--- config.mk ---
export PLATFORM = sky130hd
export DESIGN_NAME = dm_bus_arbiter
export DESIGN_NICKNAME = d
export VERILOG_FILES = /design/src/rtl/dm_bus_arbiter_pkg.sv /design/src/rtl/dm_bus_arbiter_rr_pick2.sv /design/src/rtl/dm_bus_arbiter.sv
export SDC_FILE = /design/constraint.sdc
export NUM_CORES = 1
export LEC_CHECK = 0
export BUFFER_PORTS_ARGS = -buffer_cell sky130_fd_sc_hd__buf_2
export CELL_PAD_IN_SITES_DETAIL_PLACEMENT = 1
export CELL_PAD_IN_SITES_GLOBAL_PLACEMENT = 1
export CORE_AREA = 2 2 228 230
export DETAILED_ROUTE_END_ITERATION = 8
export DIE_AREA = 0 0 230 232
export GPL_ROUTABILITY_DRIVEN = 0
export PLACE_DENSITY_LB_ADDON = 0.25
export SLEW_MARGIN = 40
export SYNTH_ARGS = -nofsm -noshare
export SYNTH_HDL_FRONTEND = slang
export SYNTH_SLANG_ARGS = --single-unit
--- constraint.sdc ---
create_clock -name clk -period 3.02 [get_ports clk]
set_input_delay 0.151 -clock clk [delete_from_list [all_inputs] [get_ports clk]]
set_output_delay 0.151 -clock clk [all_outputs]
set_load 0.1 [all_outputs]
--- src/rtl/dm_bus_arbiter_pkg.sv ---
// dm_bus_arbiter_pkg
//   Shared definitions for the data-memory bus arbiter:
//   - BIT_WIDTH_P : default address/data width, taken from `BIT_WIDTH
//   - arb_state_e : arbiter FSM state encoding
//   - CTRL_*      : bit positions inside the 3-bit ControlBus {we, re, regwe}
//   - ctrl_valid(): a control word names a memory access when we or re is set
`ifndef BIT_WIDTH
`define BIT_WIDTH 64
`endif

package dm_bus_arbiter_pkg;

    localparam int unsigned BIT_WIDTH_P = `BIT_WIDTH;

    typedef enum logic [1:0] {
        ARB_IDLE = 2'd0,
        ARB_BUSY = 2'd1,
        ARB_DONE = 2'd2
    } arb_state_e;

    localparam int unsigned CTRL_WE    = 2;
    localparam int unsigned CTRL_RE    = 1;
    localparam int unsigned CTRL_REGWE = 0;

    function automatic logic ctrl_valid(input logic [2:0] ctrl);
        return ctrl[CTRL_WE] | ctrl[CTRL_RE];
    endfunction

endpackage

--- src/rtl/dm_bus_arbiter_rr_pick2.sv ---
// rr_pick2
//   Combinational two-way round-robin picker.
//   Ports:
//     valid [1:0] in  : valid request per master
//     last        in  : master granted most recently
//     any         out : at least one valid request
//     gnt         out : chosen master (meaningful only when any=1)
//   On a tie the master that was not granted last wins.
module rr_pick2
    import dm_bus_arbiter_pkg::*;
(
    input  logic [1:0] valid,
    input  logic       last,
    output logic       any,
    output logic       gnt
);

    always_comb begin
        any = valid[0] | valid[1];
        if (valid == 2'b11) begin
            gnt = ~last;
        end else begin
            gnt = valid[1];
        end
    end

endmodule

--- src/rtl/dm_bus_arbiter.sv ---
// dm_bus_arbiter
//   Shares one fixed-latency data-memory port between the CPU load/store bus
//   (master 0) and the loader/debug DMA (master 1), granted round-robin.
//   Ports:
//     clk, rst                 : clock (rising edge), synchronous active-high reset
//     mN_req/addr/wdata/ctrl   : master N request; ctrl = {we, re, regwe}
//     mN_rdata, mN_ack         : one-cycle completion pulse with read data
//     mN_stall                 : request pending and not yet acknowledged
//     mem_addr/wdata/we/re     : memory command
//     mem_rdata                : memory read data, sampled MEM_LATENCY cycles in
//   One access takes MEM_LATENCY+2 cycles: IDLE (grant), MEM_LATENCY x BUSY, DONE.
module dm_bus_arbiter
    import dm_bus_arbiter_pkg::*;
#(
    parameter int unsigned BIT_W       = BIT_WIDTH_P,
    parameter int unsigned MEM_LATENCY = 1,
    parameter int unsigned CNT_W       = 8
) (
    input  logic             clk,
    input  logic             rst,

    input  logic             m0_req,
    input  logic [BIT_W-1:0] m0_addr,
    input  logic [BIT_W-1:0] m0_wdata,
    input  logic [2:0]       m0_ctrl,
    output logic [BIT_W-1:0] m0_rdata,
    output logic             m0_ack,
    output logic             m0_stall,

    input  logic             m1_req,
    input  logic [BIT_W-1:0] m1_addr,
    input  logic [BIT_W-1:0] m1_wdata,
    input  logic [2:0]       m1_ctrl,
    output logic [BIT_W-1:0] m1_rdata,
    output logic             m1_ack,
    output logic             m1_stall,

    output logic [BIT_W-1:0] mem_addr,
    output logic [BIT_W-1:0] mem_wdata,
    output logic             mem_we,
    output logic             mem_re,
    input  logic [BIT_W-1:0] mem_rdata
);

    if (MEM_LATENCY < 1) begin : g_bad_latency
        $error("dm_bus_arbiter: MEM_LATENCY must be at least 1");
    end
    if (longint'(MEM_LATENCY) > (64'sd1 <<< CNT_W)) begin : g_bad_cnt_w
        $error("dm_bus_arbiter: CNT_W too narrow for MEM_LATENCY");
    end

    localparam logic [CNT_W-1:0] LAT_M1 = CNT_W'(MEM_LATENCY - 1);

    arb_state_e       state_q, state_d;
    logic [CNT_W-1:0] cnt_q, cnt_d;
    logic [BIT_W-1:0] addr_q, addr_d;
    logic [BIT_W-1:0] wdata_q, wdata_d;
    logic [BIT_W-1:0] rdata_q, rdata_d;
    logic             write_q, write_d;
    logic             gnt_q, gnt_d;
    logic             last_q, last_d;

    logic [1:0]       valid;
    logic             pick_any;
    logic             pick_gnt;

    // regwe plays no part in a memory access
    logic             unused_regwe;
    assign unused_regwe = m0_ctrl[CTRL_REGWE] ^ m1_ctrl[CTRL_REGWE];

    assign valid = {m1_req & ctrl_valid(m1_ctrl), m0_req & ctrl_valid(m0_ctrl)};

    rr_pick2 u_pick (
        .valid (valid),
        .last  (last_q),
        .any   (pick_any),
        .gnt   (pick_gnt)
    );

    // ---------------- state register ----------------
    always_ff @(posedge clk) begin
        if (rst) begin
            state_q <= ARB_IDLE;
        end else begin
            state_q <= state_d;
        end
    end

    // ---------------- next-state logic ----------------
    always_comb begin
        state_d = state_q;
        unique case (state_q)
            ARB_IDLE: if (pick_any)      state_d = ARB_BUSY;
            ARB_BUSY: if (cnt_q == '0)   state_d = ARB_DONE;
            ARB_DONE:                    state_d = ARB_IDLE;
            default:                     state_d = ARB_IDLE;
        endcase
    end

    // ---------------- datapath next values ----------------
    always_comb begin
        cnt_d   = cnt_q;
        addr_d  = addr_q;
        wdata_d = wdata_q;
        rdata_d = rdata_q;
        write_d = write_q;
        gnt_d   = gnt_q;
        last_d  = last_q;
        case (state_q)
            ARB_IDLE: begin
                if (pick_any) begin
                    gnt_d   = pick_gnt;
                    addr_d  = pick_gnt ? m1_addr  : m0_addr;
                    wdata_d = pick_gnt ? m1_wdata : m0_wdata;
                    // we=re=1 is performed as a write
                    write_d = pick_gnt ? m1_ctrl[CTRL_WE] : m0_ctrl[CTRL_WE];
                    cnt_d   = LAT_M1;
                end
            end
            ARB_BUSY: begin
                if (cnt_q == '0) begin
                    rdata_d = write_q ? '0 : mem_rdata;
                end else begin
                    cnt_d = cnt_q - CNT_W'(1);
                end
            end
            ARB_DONE: begin
                last_d = gnt_q;
            end
            default: ;
        endcase
    end

    always_ff @(posedge clk) begin
        if (rst) begin
            cnt_q   <= '0;
            addr_q  <= '0;
            wdata_q <= '0;
            rdata_q <= '0;
            write_q <= 1'b0;
            gnt_q   <= 1'b0;
            last_q  <= 1'b1;
        end else begin
            cnt_q   <= cnt_d;
            addr_q  <= addr_d;
            wdata_q <= wdata_d;
            rdata_q <= rdata_d;
            write_q <= write_d;
            gnt_q   <= gnt_d;
            last_q  <= last_d;
        end
    end

    // ---------------- outputs ----------------
    always_comb begin
        mem_addr  = addr_q;
        mem_wdata = wdata_q;
        mem_we    = 1'b0;
        mem_re    = 1'b0;
        m0_ack    = 1'b0;
        m1_ack    = 1'b0;
        m0_rdata  = '0;
        m1_rdata  = '0;
        case (state_q)
            ARB_BUSY: begin
                mem_re = ~write_q;
                // cnt still holds its load value only in the first BUSY cycle
                mem_we = write_q & (cnt_q == LAT_M1);
            end
            ARB_DONE: begin
                if (gnt_q) begin
                    m1_ack   = 1'b1;
                    m1_rdata = rdata_q;
                end else begin
                    m0_ack   = 1'b1;
                    m0_rdata = rdata_q;
                end
            end
            default: ;
        endcase
    end

    assign m0_stall = valid[0] & ~m0_ack;
    assign m1_stall = valid[1] & ~m1_ack;

endmodule

==> results.md <==
- Reg2reg setup slack: 0.70 ns
- Kind of critical path: reg2out
- Switching share of power: 0.447
- Worst Setup EP: mem_we
- Met1 usage: 0.159
- Met3 GRT Util: 0.0320
- Final Cycle Share: 0.916
- Total track usage: 0.147
- Synth Warn #: 0
- Cts bufs inserted: 26
- Cell Rows: 83
- Post-Synth Simple-Gate Area: 0.152
- WL/cell: 16.9 um
- Number of I/O port buffers: 589
- TritonCTS clock tree: built
- Post-synth EDFFs: 0
- Mapped Cells: 866
- Hold-critical path depth: 5
- Switching power: 5.08 mW
- Chip height: 232 um
- Max-slew headroom: 0.506
- Flop pwr share: 0.303
- Core box area: 0.0509 mm^2
- FF+latch area: 0.00410 mm^2
- R2R depth: 5
- DRC Markers: 0
- Predominant post-synthesis flop cell: dfxtp_1
- Max Clock Freq: 361 MHz
- Global routing met2 resource utilization: 0.271
- VDD IR max: 0.000303 V
- Dpl hpwl: 29.0 mm
- Setup TNS: 0 ns
- Mux contribution to synthesized area: 0.141
- CTS root buffer: clkbuf_16
- RSZ-0062 raised after global routing: false
- XOR/XNOR Fraction of Synth Area: 0.00190
- Post-DRT Antenna Nets: 0
- First-pass GRT wire length: 62.2 mm
- Final WL: 41.5 mm
- I/O Pins: 592
- Cell internal pwr: 6.29 mW
- Layout area overhead: 84.3%
- Die X: 230 um
- Synth Cell Area: 0.00921 mm^2
- Final Max Slew Viols: 0
- # clock sinks: 205
- Largest net degree at the start of global routing: 130
- Hold Crit Class: in2reg
- Minimum clock period: 2.77 ns
- DR vias/cell: 4.12
- CTS HTree Levels: 1
- Synth top area share: 0.446
- Arrival @ worst endpoint: 2.62 ns
- Synth Register Bits: 205
- Final Setup Violations: 0
- Placed Cells: 2,079
- Clk_lat worst skew: 0.54 ns
- PD cells: 670 mW/mm^2
- Syn avg cell area: 10.6 um^2
- Hold_ws: 0.132 ns
- Initial DRC count: 221
- Worst slew pin tran: 0.733 ns
- Max clock buf depth: 3
- Share of cells above drive strength 1: 0.420
- Initial core utilization: 0.181
- Worst path required time: 2.87 ns
- Cell with the most instances after synthesis: dfxtp_1
- Largest cells by area after synthesis: dfxtp_1, mux2i_1, o2bb2ai_1
- Layout Nets: 2,080
- Overflow after GRT: 0
- Critical path peak fanout: 16
- Worst Skew: 0.0196 ns
- P_leak: 7.69 nW
- End-of-flow core utilization: 0.333
- Die ar.: 0.0534 mm^2
- Setup Slack @ Placement: 0.806 ns
- Maxcap violations: 0
- Commonest cells post-synth: dfxtp_1, mux2i_1, and2_1, o2bb2ai_1, clkbuf_1
- Final cell count without fillers: 2,451
- Post-synthesis async set-or-reset flop share: 0
- Clock share of power: 0.268
- Post-CTS setup buffers: 0
- Mapped Nets: 1,197
- Initial DRT Pass Iterations: 4
- CTS Hold Buffers Added: 322
- Largest family of logic cells by synthesized area: compound AO/OA/AOI/OAI gates
- Reg-to-reg endpoint: mem_wdata[30]
- Post-synthesis compound-gate area fraction: 0.208
- Setup WS post-layout: 0.254 ns
- Global routing's busiest layer: met2
- Vias in the first global route: 11,155
- Final Hold Fails: 0
- Initial antenna violation count: 2
- PostCTS Resize Cnt: 0
- R2r startpoint: last_q
- Vias post-DR: 10,109
- Sequential area share after synthesis: 0.446
- Fillers: 5,958
- Adder-Cell Fraction of Synth Area: 0.00136
- Count of cell types in the netlist: 43
- Logic gate share of total power: 0.429
- CP Launch Type: flop
- Crit path capture type: output pin
- Status: finished clean
- Crit path launch: cnt_q[0]
- Post-synth top area cell: dfxtp_1
- Footprint of the multi-input gates: 0.00469 mm^2
- Clk slew on worst S/H paths: 0.06 ns
==> critical path: stages (launching register included) <==
cell and delay [ns]:
dfxtp_1 0.32, inv_1 0.08, ha_1 0.24, nor4b_1 0.30, buf_4 0.21, nand3_4 0.27, nor2_1 0.18, buf_2 0.46
==> layout by cell type, fill, tap and decap left out, drive strengths merged, types with 2 or more instances in the layout <==
| cell type | netlist | final |
|---|---|---|
| mux2i | 130 | 130 |
| clkinvlp | 0 | 2 |
| inv | 4 | 5 |
| buf | 27 | 611 |
| a21oi | 8 | 8 |
| or3 | 3 | 3 |
| dlygate4sd3 | 2 | 322 |
| dfxtp | 205 | 205 |
| nand2 | 7 | 7 |
| a22oi | 64 | 64 |
| nor3 | 3 | 3 |
| diode | 0 | 2 |
| and2 | 128 | 128 |
| nor3b | 2 | 2 |
| clkinv | 0 | 8 |
| or4b | 2 | 2 |
| o2bb2ai | 128 | 128 |
| nor2b | 2 | 2 |
| o31ai | 2 | 2 |
| o21ai | 2 | 2 |
| nor4 | 4 | 4 |
| clkbuf | 49 | 36 |
| nand4 | 2 | 2 |
| nor2 | 77 | 77 |
| xor2 | 2 | 2 |
==> power groups by stage <==
stage	Sequential (mW)	Clock, mW	Combinational, mW
after floorplan	5.39	0	1.56
after global placement	3.48	0	4.45
after detailed placement	3.48	0	4.49
after CTS	3.44	3.17	4.91
after global routing	3.50	3.29	5.12
final	3.44	3.04	4.88
==> registers in the layout, indices dropped and copies added, names as in the netlist <==
register / cells
mem_wdata: 64
mem_addr: 64
write_q: 1
last_q: 1
cnt_q: 8
rdata_q: 64
state_q: 2
gnt_q: 1
==> per-stage QoR <==
step / total power, mW / cell area [um^2]
after global placement: 7.93 / 12900
after CTS: 11.5 / 17000
after global routing: 11.9 / 17000
final: 11.4 / 17000
after detailed placement: 7.97 / 12900
after floorplan: 6.94 / 9210
==> final cells by class <==
cell class | instances | area share
inverters | 4 | 0.000885
well taps | 680 | 0.0501
repair buffers | 933 | 0.381
clock inverters | 12 | 0.00575
diodes | 2 | 0.000295
clock buffers | 36 | 0.0436
multi-input cells | 579 | 0.276
flip-flops and latches | 205 | 0.242
==> kinds of logic (layout without fill, tap and decap cells) <==
logic type      Yosys count  count (layout)
compound gates          210             210
flops                   205             205
buf+inv                  82             985
fa+ha+maj                 1               1
simple gates            236             236
mux                     130             130
xor+xnor                  2               2
other cells               0               2
==> layer usage <==
layer,part of all wire,wire length (um),vias up
met5,0.00031,13,-
met4,0.044,1810,2
met3,0.061,2530,79
met2,0.51,21200,378
met1,0.38,15900,4748
li1,-,-,4902
==> how the worst min path moves through the flow <==
stage	end	slack, ns	startpoint
after global placement	rdata_q[51]	0.38	mem_rdata[51]
final	gnt_q	0.13	m0_req
after global routing	mem_addr[20]	0.17	rst
after CTS	gnt_q	0.10	m0_req
after detailed placement	rdata_q[56]	0.39	mem_rdata[56]
after floorplan	rdata_q[23]	0.29	mem_rdata[23]
(Power assumes the default switching activity.)
